### src/rtl/muldiv_unit.sv
`default_nettype none
// ============================================================================
// Module   : muldiv_unit
// Purpose  : Iterative RV32M multiply/divide unit. Radix-2 shift-add multiply
//            and restoring divide on operand magnitudes. A sign fix-up is
//            applied at the end. Divide-by-zero and signed overflow take a
//            short path straight to DONE.
// Ports    : clk, rst_n (async, active-low), flush (sync abort)
//            in_valid/in_ready + MulDivOp/SrcA/SrcB  : request channel
//            out_valid/out_ready + Result            : response channel
//            busy                                    : state != IDLE
// Revision : 1.0 - initial release
// ============================================================================
module muldiv_unit #(
  parameter int DATA_WIDTH = 32
) (
  input  logic                  clk,
  input  logic                  rst_n,
  input  logic                  flush,
  input  logic                  in_valid,
  output logic                  in_ready,
  input  logic [2:0]            MulDivOp,
  input  logic [DATA_WIDTH-1:0] SrcA,
  input  logic [DATA_WIDTH-1:0] SrcB,
  output logic                  out_valid,
  input  logic                  out_ready,
  output logic [DATA_WIDTH-1:0] Result,
  output logic                  busy
);

  localparam int W  = DATA_WIDTH;
  localparam int CW = $clog2(W);

  localparam logic [1:0] S_IDLE = 2'd0;
  localparam logic [1:0] S_CALC = 2'd1;
  localparam logic [1:0] S_FIX  = 2'd2;
  localparam logic [1:0] S_DONE = 2'd3;

  localparam logic [CW-1:0] CNT_LAST = CW'(W - 1);

  logic [1:0]    state_q, state_d;
  logic [W-1:0]  hi_q, hi_d;     // product high half / partial remainder
  logic [W-1:0]  lo_q, lo_d;     // product low half (multiplier) / dividend->quotient
  logic [W-1:0]  b_q, b_d;       // multiplicand / divisor magnitude
  logic [CW-1:0] cnt_q, cnt_d;
  logic [2:0]    op_q, op_d;
  logic          neg_q, neg_d;
  logic [W-1:0]  res_q, res_d;

  // Request decode
  logic          w_accept;
  logic          w_is_div;
  logic          w_a_signed, w_b_signed;
  logic          w_sa, w_sb;
  logic [W-1:0]  w_mag_a, w_mag_b;
  logic          w_b_zero, w_ovf, w_special;
  logic [W-1:0]  w_special_res;
  logic          w_neg;

  // Iteration / fix-up datapath
  logic [W:0]    w_mul_sum;
  logic [W:0]    w_div_shift;
  logic [W:0]    w_div_diff;
  logic [2*W-1:0] w_prod_fix;
  logic [W-1:0]  w_quo_fix, w_rem_fix;

  assign w_accept = (state_q == S_IDLE) && in_valid && !flush;
  assign w_is_div = MulDivOp[2];

  // Signed A: MUL, MULH, MULHSU, DIV, REM. Signed B: MUL, MULH, DIV, REM.
  assign w_a_signed = w_is_div ? !MulDivOp[0] : (MulDivOp != 3'b011);
  assign w_b_signed = w_is_div ? !MulDivOp[0] : !MulDivOp[1];
  assign w_sa = w_a_signed & SrcA[W-1];
  assign w_sb = w_b_signed & SrcB[W-1];
  assign w_mag_a = w_sa ? -SrcA : SrcA;
  assign w_mag_b = w_sb ? -SrcB : SrcB;

  // Remainder follows the dividend's sign; everything else is sA^sB.
  assign w_neg = (w_is_div && MulDivOp[1]) ? w_sa : (w_sa ^ w_sb);

  assign w_b_zero = (SrcB == '0);
  assign w_ovf    = w_is_div && !MulDivOp[0]
                 && (SrcA == {1'b1, {(W-1){1'b0}}}) && (SrcB == {W{1'b1}});
  assign w_special = w_is_div && (w_b_zero || w_ovf);
  // Overflow case: quotient is the dividend itself, remainder is zero.
  assign w_special_res = w_b_zero ? (MulDivOp[1] ? SrcA : {W{1'b1}})
                                  : (MulDivOp[1] ? '0   : SrcA);

  assign w_mul_sum   = {1'b0, hi_q} + (lo_q[0] ? {1'b0, b_q} : '0);
  assign w_div_shift = {hi_q, lo_q[W-1]};
  assign w_div_diff  = w_div_shift - {1'b0, b_q};
  assign w_prod_fix  = neg_q ? -{hi_q, lo_q} : {hi_q, lo_q};
  assign w_quo_fix   = neg_q ? -lo_q : lo_q;
  assign w_rem_fix   = neg_q ? -hi_q : hi_q;

  // --------------------------------------------------------------------------
  // FSM: state register
  // --------------------------------------------------------------------------
  always_ff @(posedge clk or negedge rst_n) begin
    if (!rst_n) begin
      state_q <= S_IDLE;
    end else begin
      state_q <= state_d;
    end
  end

  // --------------------------------------------------------------------------
  // FSM: next state (flush overrides every transition)
  // --------------------------------------------------------------------------
  always_comb begin
    state_d = state_q;
    if (flush) begin
      state_d = S_IDLE;
    end else begin
      case (state_q)
        S_IDLE: if (in_valid) state_d = w_special ? S_DONE : S_CALC;
        S_CALC: if (cnt_q == '0) state_d = S_FIX;
        S_FIX:  state_d = S_DONE;
        S_DONE: if (out_ready) state_d = S_IDLE;
        default: state_d = S_IDLE;
      endcase
    end
  end

  // --------------------------------------------------------------------------
  // FSM: outputs
  // --------------------------------------------------------------------------
  always_comb begin
    in_ready  = (state_q == S_IDLE);
    busy      = (state_q != S_IDLE);
    out_valid = (state_q == S_DONE);
    Result    = res_q;
  end

  // --------------------------------------------------------------------------
  // Datapath next-state
  // --------------------------------------------------------------------------
  always_comb begin
    hi_d  = hi_q;
    lo_d  = lo_q;
    b_d   = b_q;
    cnt_d = cnt_q;
    op_d  = op_q;
    neg_d = neg_q;
    res_d = res_q;

    if (w_accept) begin
      op_d  = MulDivOp;
      neg_d = w_neg;
      cnt_d = CNT_LAST;
      hi_d  = '0;
      lo_d  = w_mag_a;
      b_d   = w_mag_b;
      if (w_special) res_d = w_special_res;
    end else if (state_q == S_CALC) begin
      cnt_d = cnt_q - 1'b1;
      if (!op_q[2]) begin
        // Add carry-out becomes the new top bit as the product shifts right.
        {hi_d, lo_d} = {w_mul_sum, lo_q[W-1:1]};
      end else begin
        // Restoring step: keep the shifted remainder when the trial goes negative.
        hi_d = w_div_diff[W] ? w_div_shift[W-1:0] : w_div_diff[W-1:0];
        lo_d = {lo_q[W-2:0], ~w_div_diff[W]};
      end
    end else if ((state_q == S_FIX) && !flush) begin
      case (op_q)
        3'b000:                 res_d = w_prod_fix[W-1:0];
        3'b001, 3'b010, 3'b011: res_d = w_prod_fix[2*W-1:W];
        3'b100, 3'b101:         res_d = w_quo_fix;
        default:                res_d = w_rem_fix;
      endcase
    end
  end

  always_ff @(posedge clk or negedge rst_n) begin
    if (!rst_n) begin
      hi_q  <= '0;
      lo_q  <= '0;
      b_q   <= '0;
      cnt_q <= '0;
      op_q  <= '0;
      neg_q <= 1'b0;
      res_q <= '0;
    end else begin
      hi_q  <= hi_d;
      lo_q  <= lo_d;
      b_q   <= b_d;
      cnt_q <= cnt_d;
      op_q  <= op_d;
      neg_q <= neg_d;
      res_q <= res_d;
    end
  end

endmodule
`default_nettype wire

### config.mk
export PLATFORM = sky130hd
export DESIGN_NAME = muldiv_unit
export DESIGN_NICKNAME = d
export VERILOG_FILES = /design/src/rtl/muldiv_unit.sv
export SDC_FILE = /design/constraint.sdc
export NUM_CORES = 1
export LEC_CHECK = 0
export ABC_AREA = 1
export CELL_PAD_IN_SITES_DETAIL_PLACEMENT = 1
export CELL_PAD_IN_SITES_GLOBAL_PLACEMENT = 2
export CORE_UTILIZATION = 34
export CTS_CLUSTER_SIZE = 24
export DETAILED_ROUTE_END_ITERATION = 8
export HOLD_SLACK_MARGIN = 0.02
export PLACE_DENSITY_LB_ADDON = 0.1
export SLEW_MARGIN = 40
export SYNTH_ARGS = -nofsm -noshare
export SYNTH_HDL_FRONTEND = slang
export SYNTH_SLANG_ARGS = --single-unit
### constraint.sdc
create_clock -name clk -period 7.7 [get_ports clk]
set_input_delay 0.77 -clock clk [delete_from_list [all_inputs] [get_ports clk]]
set_output_delay 0.77 -clock clk [all_outputs]
set_load 0.02 [all_outputs]
; ---- Yosys cells after proc, flatten, opt, wreduce, memory -nomap -nowiden
; Index checks and enable logic that the tools add are counted.
[word_totals]
input_bits = 72
out_inout_bits = 35
wordCells = 91
regBits = 139
[classes]
n_eq_ne = 16
muxes = 32
n_bitwise = 4
reduce_logical = 23
n_addsub = 8
[ops]
columns = cell, n
row1 = 2-to-1 mux 32 bit, 19
row2 = negator 32 bit, 4
row3 = one-hot mux 32 bit (3 select lines), 1
row4 = "equality test 32 bit, second input constant", 2
row5 = 2-to-1 mux 64 bit, 1
row6 = negator 64 bit, 1
row7 = adder 32 x 32 -> 33 bit, 1
row8 = subtractor 33 x 32 -> 33 bit, 1
row9 = zero test 32 bit, 1
row10 = 2-to-1 mux 2 bit, 5
row11 = 2-to-1 mux 5 bit, 2
row12 = logical AND 1 bit, 8
row13 = one-hot mux 2 bit (4 select lines), 1
row14 = "equality test 3 x 2 -> 1 bit, second input constant", 2
row15 = "equality test 3 bit, second input constant", 2
row16 = "!= test 3 x 2 -> 1 bit, second input constant", 2
row17 = "!= test 3 bit, second input constant", 2
row18 = AND reduction 3 bit, 2
row19 = nonzero test 2 bit, 3
row20 = zero test 5 bit, 1
row21 = "subtractor 5 x 1 -> 5 bit, second input constant", 1
row22 = "equality test 2 bit, second input constant", 2
row23 = "equality test 3 x 1 -> 1 bit, second input constant", 1
row24 = zero test 1 bit, 3
row25 = other kinds (12), 15

; ---- Longest topological paths before layout
[depth]
ltp_word = 10
depth_mapped = 21
mapped_depth_nobuf = 19

; ---- Worst setup path before layout
; No wires, ideal clock.
[synth_path]
path_type = reg2reg
start = register lo_q[0]
end = register hi_q[21]
period_less_slack_ps = 2674
path_stages_with_launch = 20
path_buffers = 2
slack_ps = 5026
arrival_ps = 2557
required_ps = 7584
path_cell_list = dfrtp_1 clkbuf_1 clkbuf_1 nand2_1 inv_1 ha_1 inv_1 fa_1 o21ai_0 nand2_1 nand2_1 nand2_1 nand2_1 nand2_1 nand3_1 nand3_1 nand2_1 inv_1 nand2_1 nand2_1
[synth_via]
elab_chain_cells = 5
[synth_rtl]
columns = element, line_no
row1 = from (decl), 43  ; logic [W-1:0] lo_q, lo_d;
row2 = from (signal assigned), 186  ; lo_q <= lo_d;
row3 = 2-to-1 mux 32 bit, 89  ; assign w_mul_sum = {1'b0, hi_q} + (lo_q[0] ? {1'b0, b_q} : '0);
row4 = adder 32 x 32 -> 33 bit, 89
row5 = 2-to-1 mux 32 bit, 157  ; if (!op_q[2]) begin
row6 = 2-to-1 mux 32 bit, 155  ; end else if (state_q == S_CALC) begin
row7 = 2-to-1 mux 32 bit, 147  ; if (w_accept) begin
row8 = to (signal assigned), 185  ; hi_q <= hi_d;
row9 = to (decl), 42  ; logic [W-1:0] hi_q, hi_d;
; No other way between the ends. The select of a mux whose other input is x is not followed.
; A chain may end at the register's enable or synchronous reset.

; ---- Worst setup path after layout
[layout_path]
start = register op_q[2]
end = register res_q[11] (netlist: Result[11])
[layout_via]
elab_chain_cells = 6
[layout_rtl]
columns = element, line_no
row1 = from (decl), 46  ; logic [2:0] op_q, op_d;
row2 = from (signal assigned), 189  ; op_q <= op_d;
row3 = equality test 3 x 1 -> 1 bit (tied with other cells), 166  ; case (op_q)
row4 = OR reduction 3 bit / OR reduction 2 bit (equally long branches), 166
row5 = one-hot mux 32 bit (3 select lines) *, 166
row6 = 2-to-1 mux 32 bit *, 165  ; end else if ((state_q == S_FIX) && !flush) begin
row7 = 2-to-1 mux 32 bit *, 155
row8 = 2-to-1 mux 32 bit *, 147
row9 = to (signal assigned), 191  ; res_q <= res_d;
row10 = to (decl), 48  ; logic [W-1:0] res_q, res_d;
; Mark *: on every way between the ends. The rest lies on a longest branch, timed or not. The select of a mux whose other input is x is not followed.

==> flow_results.org <==
** Synthesis
- Post-synthesis instance area :: 17300 sq um
- Flip-flop and latch count after synthesis :: 139
- Fraction of registers with async set or reset after synthesis :: 1.00
- Top flip-flop cell by instance count after synthesis :: dfrtp_1
- Synthesis produced 3114 cells.
- Number of nets produced by synthesis :: 3263
- Seq/Total Area, Yosys :: 0.201
- Yosys mapped the design onto 51 distinct sky130hd cell types.
- Synth Area per Inst :: 5.55 sq um
- Yosys mapped a number of flops with a built-in enable equal to 0.
- For this run, the number of Yosys warnings is 0.

** Detailed routing
- Wl on met1 :: 43300 um
- The detailed router finished its first iteration with 1771 violations.
- The routed design has 85800 um of wire.
- The detail route stage leaves a number of antenna-violating nets equal to 0.
- Via total after detailed routing :: 21000
- Met3 Wirelength :: 7000 um
- Post-detailed-route DRC marker count :: 0
- After detailed routing, the met2 layer carries 33800 um of wire.
- Routed via count divided by cell count :: 5.46
- Average routed wire per standard cell :: 22.3 um
- First drt pass iteration count :: 5
- The detailed router used layers up to and including met5.

** Clock network
- Cells resized by post-CTS repair :: 0
- Library cell used as clock root buffer :: clkbuf_16
- Number of clock buffers inserted by TritonCTS :: 17
- H-tree depth :: 4
- After clock tree synthesis, the clock-pin slew on the worst setup and hold paths is 70 ps.
- Clock Path Buffers :: 2
- Post-CTS Hold Fix Bufs :: 0
- After clock tree synthesis, the setup repair step added 0 buffers.
- CTS tree :: done
- Worst skew pair latency :: 470 ps
- The clock drives 139 sinks.

** Global routing
- Global route overflow :: 0
- Overall fraction of global-route tracks in use :: 0.335
- The first global-routing pass estimated 128000 um of wire.
- Number of antenna violations at the first check in global routing :: 2
- Number of global-route vias before repair :: 20400
- Entering global routing, the biggest net connects 83 pins.

** Timing
- Final worst hold slack :: 356 ps
- Setup repair after global routing left no endpoint under its margin.
- Number of hold-slack violations in the final timing report :: 0
- Final setup slack of the worst path :: 4080 ps
- Final sum of negative setup slack :: 0 ps
- The worst pin sits at a relative slew slack of 0.428.
- Final worst clock skew :: 23.6 ps
- Based on the critical path, the design can be clocked at up to 0.276 GHz.
- Period minus WS final :: 3620 ps
- In the finished design, the share of the clock period the worst path needs comes to 0.470.
- Setup violations remaining at the end of the flow were counted as 0.
- Max-slew violation count :: 0
- Slew @ Worst Pin :: 849 ps

** Die
- The floorplan has 82 rows.
- Initial standard-cell utilization of the core :: 0.345
- During I/O placement, the number of pins put on the boundary was 107.
- The region available for standard cell placement spans 50200 sq um.
- Horizontal extent of the die :: 227 um
- Die boundary height :: 227 um
- Die footprint :: 51700 sq um

** Flow run
- The tool flagged a number of max-cap violations equal to 0.

** Placement
- Placed Instance Area :: 18900 sq um
- Estimated wirelength of the detail-placed design :: 69300 um
- Routability-driven placement finished with a final weighted congestion of 0.947.
- At the placement stage, the worst setup path has a slack of 3860 ps.
- Placed cell count :: 3809
- Count of input and output buffers :: 106

** Setup path
- CP Data Required Time :: 8100 ps
- Broken down by cell family, the worst path's largest delay share belongs to simple AND/OR/NAND/NOR gates.
- The slowest stage of the critical path is the dfrtp_4 cell.
- In this design, the stage delay of the slowest critical-path cell is 760 ps.
- Setup crit end kind :: register
- The worst setup path is of the reg2reg kind.
- In this run the critical register-to-register path is launched from op_q[2]$_DFFE_PN0P_.
- The worst setup path is launched from a register.
- Counting both buffers and inverters, the worst setup path holds a total of 4.
- The cell that appears most often on the critical path is nand2_1.
- Walking the worst path, the cells encountered are nor2_4 -> buf_4 -> nor2_2 -> buf_4 -> inv_1 -> a21oi_1 -> o21ai_0 -> nand2_1 -> inv_1 -> nand2_1 -> nand2_1 -> nand2_1 -> nand2_1 -> nand2_1.
- Biggest fanout along the worst timing path :: 44
- CP startpoint :: op_q[2]$_DFFE_PN0P_
- Worst Path Arrival :: 4020 ps

** Power and ir drop
- Of the total power, the share spent switching nets is 0.618.
- The share of total power dissipated in combinational logic is 0.699.
- The share of total power dissipated in the clock network is 0.100.
- Worst vdd rail ir drop :: 219 uV
- For this design the total switching power over the nets is 5.51 mW.
- P per Cell Area :: 456 nW/um^2
- Cell internal pwr :: 3.40 mW
- In this run the static leakage power is 9.99 nW.
- The share of total power dissipated in sequential elements is 0.200.
- Summing internal, switching and leakage power gives 8.90 mW.

** Final layout
- Net count of the finished layout :: 3305
- Layout Area Growth over Synthesis :: 13.0%
- Antenna cells :: 0
- Commonest non-fill, non-tap cells in the layout :: 1069 x nand2_1, 410 x inv_1, 351 x nor2_1
- Summing all non-filler instances in the final layout gives an area of 19500 sq um.
- Layout cells sized above 1 :: 0.0363
- In the final layout, flip-flops and latches occupy 3480 sq um.
- Multi-input logic area :: 11800 sq um
- Most common cell after layout, fill and taps aside :: nand2_1
- Number of inserted filler cells in the final layout :: 6932
- Once layout is complete, the cells apart from fillers number 3841.
- Final core utilization :: 0.389

** Min path
- The tightest min-delay check is of the in2async type.

** Outcome
- The run finished with clean final reports.
[power by group through the flow]
stage | clock network, mW | registers, mW | logic, mW
after floorplan | 0 | 1.41 | 3.94
after global placement | 0 | 1.75 | 5.94
after detailed placement | 0 | 1.76 | 6.04
after CTS | 0.907 | 1.75 | 6.08
after global routing | 0.929 | 1.81 | 6.83
final | 0.894 | 1.78 | 6.23
[layout make-up]
cell class              count  share of cell area
clock buffers              19              0.0222
clock inverters            13             0.00858
multi-input cells        2454               0.606
well taps                 672              0.0430
repair buffers            122              0.0610
flip-flops and latches    139               0.178
inverters                 422              0.0811
[synthesized netlist by cell type (7+ instances only)]
cell / n / area share
or2_2: 8 / 0.0029
ha_1: 75 / 0.054
clkbuf_1: 66 / 0.014
xor2_1: 47 / 0.024
buf_1: 10 / 0.0022
dfrtp_1: 139 / 0.20
nand4_1: 29 / 0.010
nand2_1: 1069 / 0.23
nor2_2: 7 / 0.0025
o21ai_0: 240 / 0.069
nor3_1: 29 / 0.0084
a21oi_2: 12 / 0.0061
o211ai_1: 24 / 0.010
a22oi_1: 25 / 0.011
inv_2: 7 / 0.0015
o21ai_1: 10 / 0.0029
nor2_1: 355 / 0.077
o21bai_1: 11 / 0.0048
nand3_1: 277 / 0.080
inv_1: 414 / 0.090
a21oi_1: 138 / 0.040
nand3b_1: 13 / 0.0056
xnor2_1: 15 / 0.0076
o22ai_1: 11 / 0.0040
buf_2: 16 / 0.0046
[flip-flops by register name (all words and copies together), names as in the netlist]
name / cells
Result: 32
b_q: 32
hi_q: 32
lo_q: 32
cnt_q: 5
op_q: 3
state_q: 2
neg_q: 1
[metal layers]
metal | GRT usage | up-vias
li1 | - | 10000
met3 | 0.0816 | 84
met5 | 0 | -
met4 | 0.0788 | 4
met2 | 0.463 | 686
met1 | 0.510 | 10200
[worst paths after layout]
path / end / slack [ps] / cells past startpoint
max: Result[11]$_DFFE_PN0P_ / 4080 / 14
min reg2reg: Result[13]$_DFFE_PN0P_ / 480 / 2
max in group asynchronous: op_q[2]$_DFFE_PN0P_ / 6210 / 2
max reg2reg: Result[11]$_DFFE_PN0P_ / 4080 / 14
min in group clk: Result[13]$_DFFE_PN0P_ / 480 / 2
min: lo_q[17]$_DFFE_PN0P_ / 360 / 1
[kinds of logic after synthesis]
logic type | count (synthesis) | share of synthesized area
AND/OR/NAND/NOR | 1818 | 0.434
buffers and inverters | 521 | 0.117
AO/OA/AOI/OAI | 497 | 0.160
flip-flops | 139 | 0.201
adder cells (fa/ha/maj) | 77 | 0.0566
XOR/XNOR | 62 | 0.0314
No activity file was read; power rests on OpenSTA's default activity.
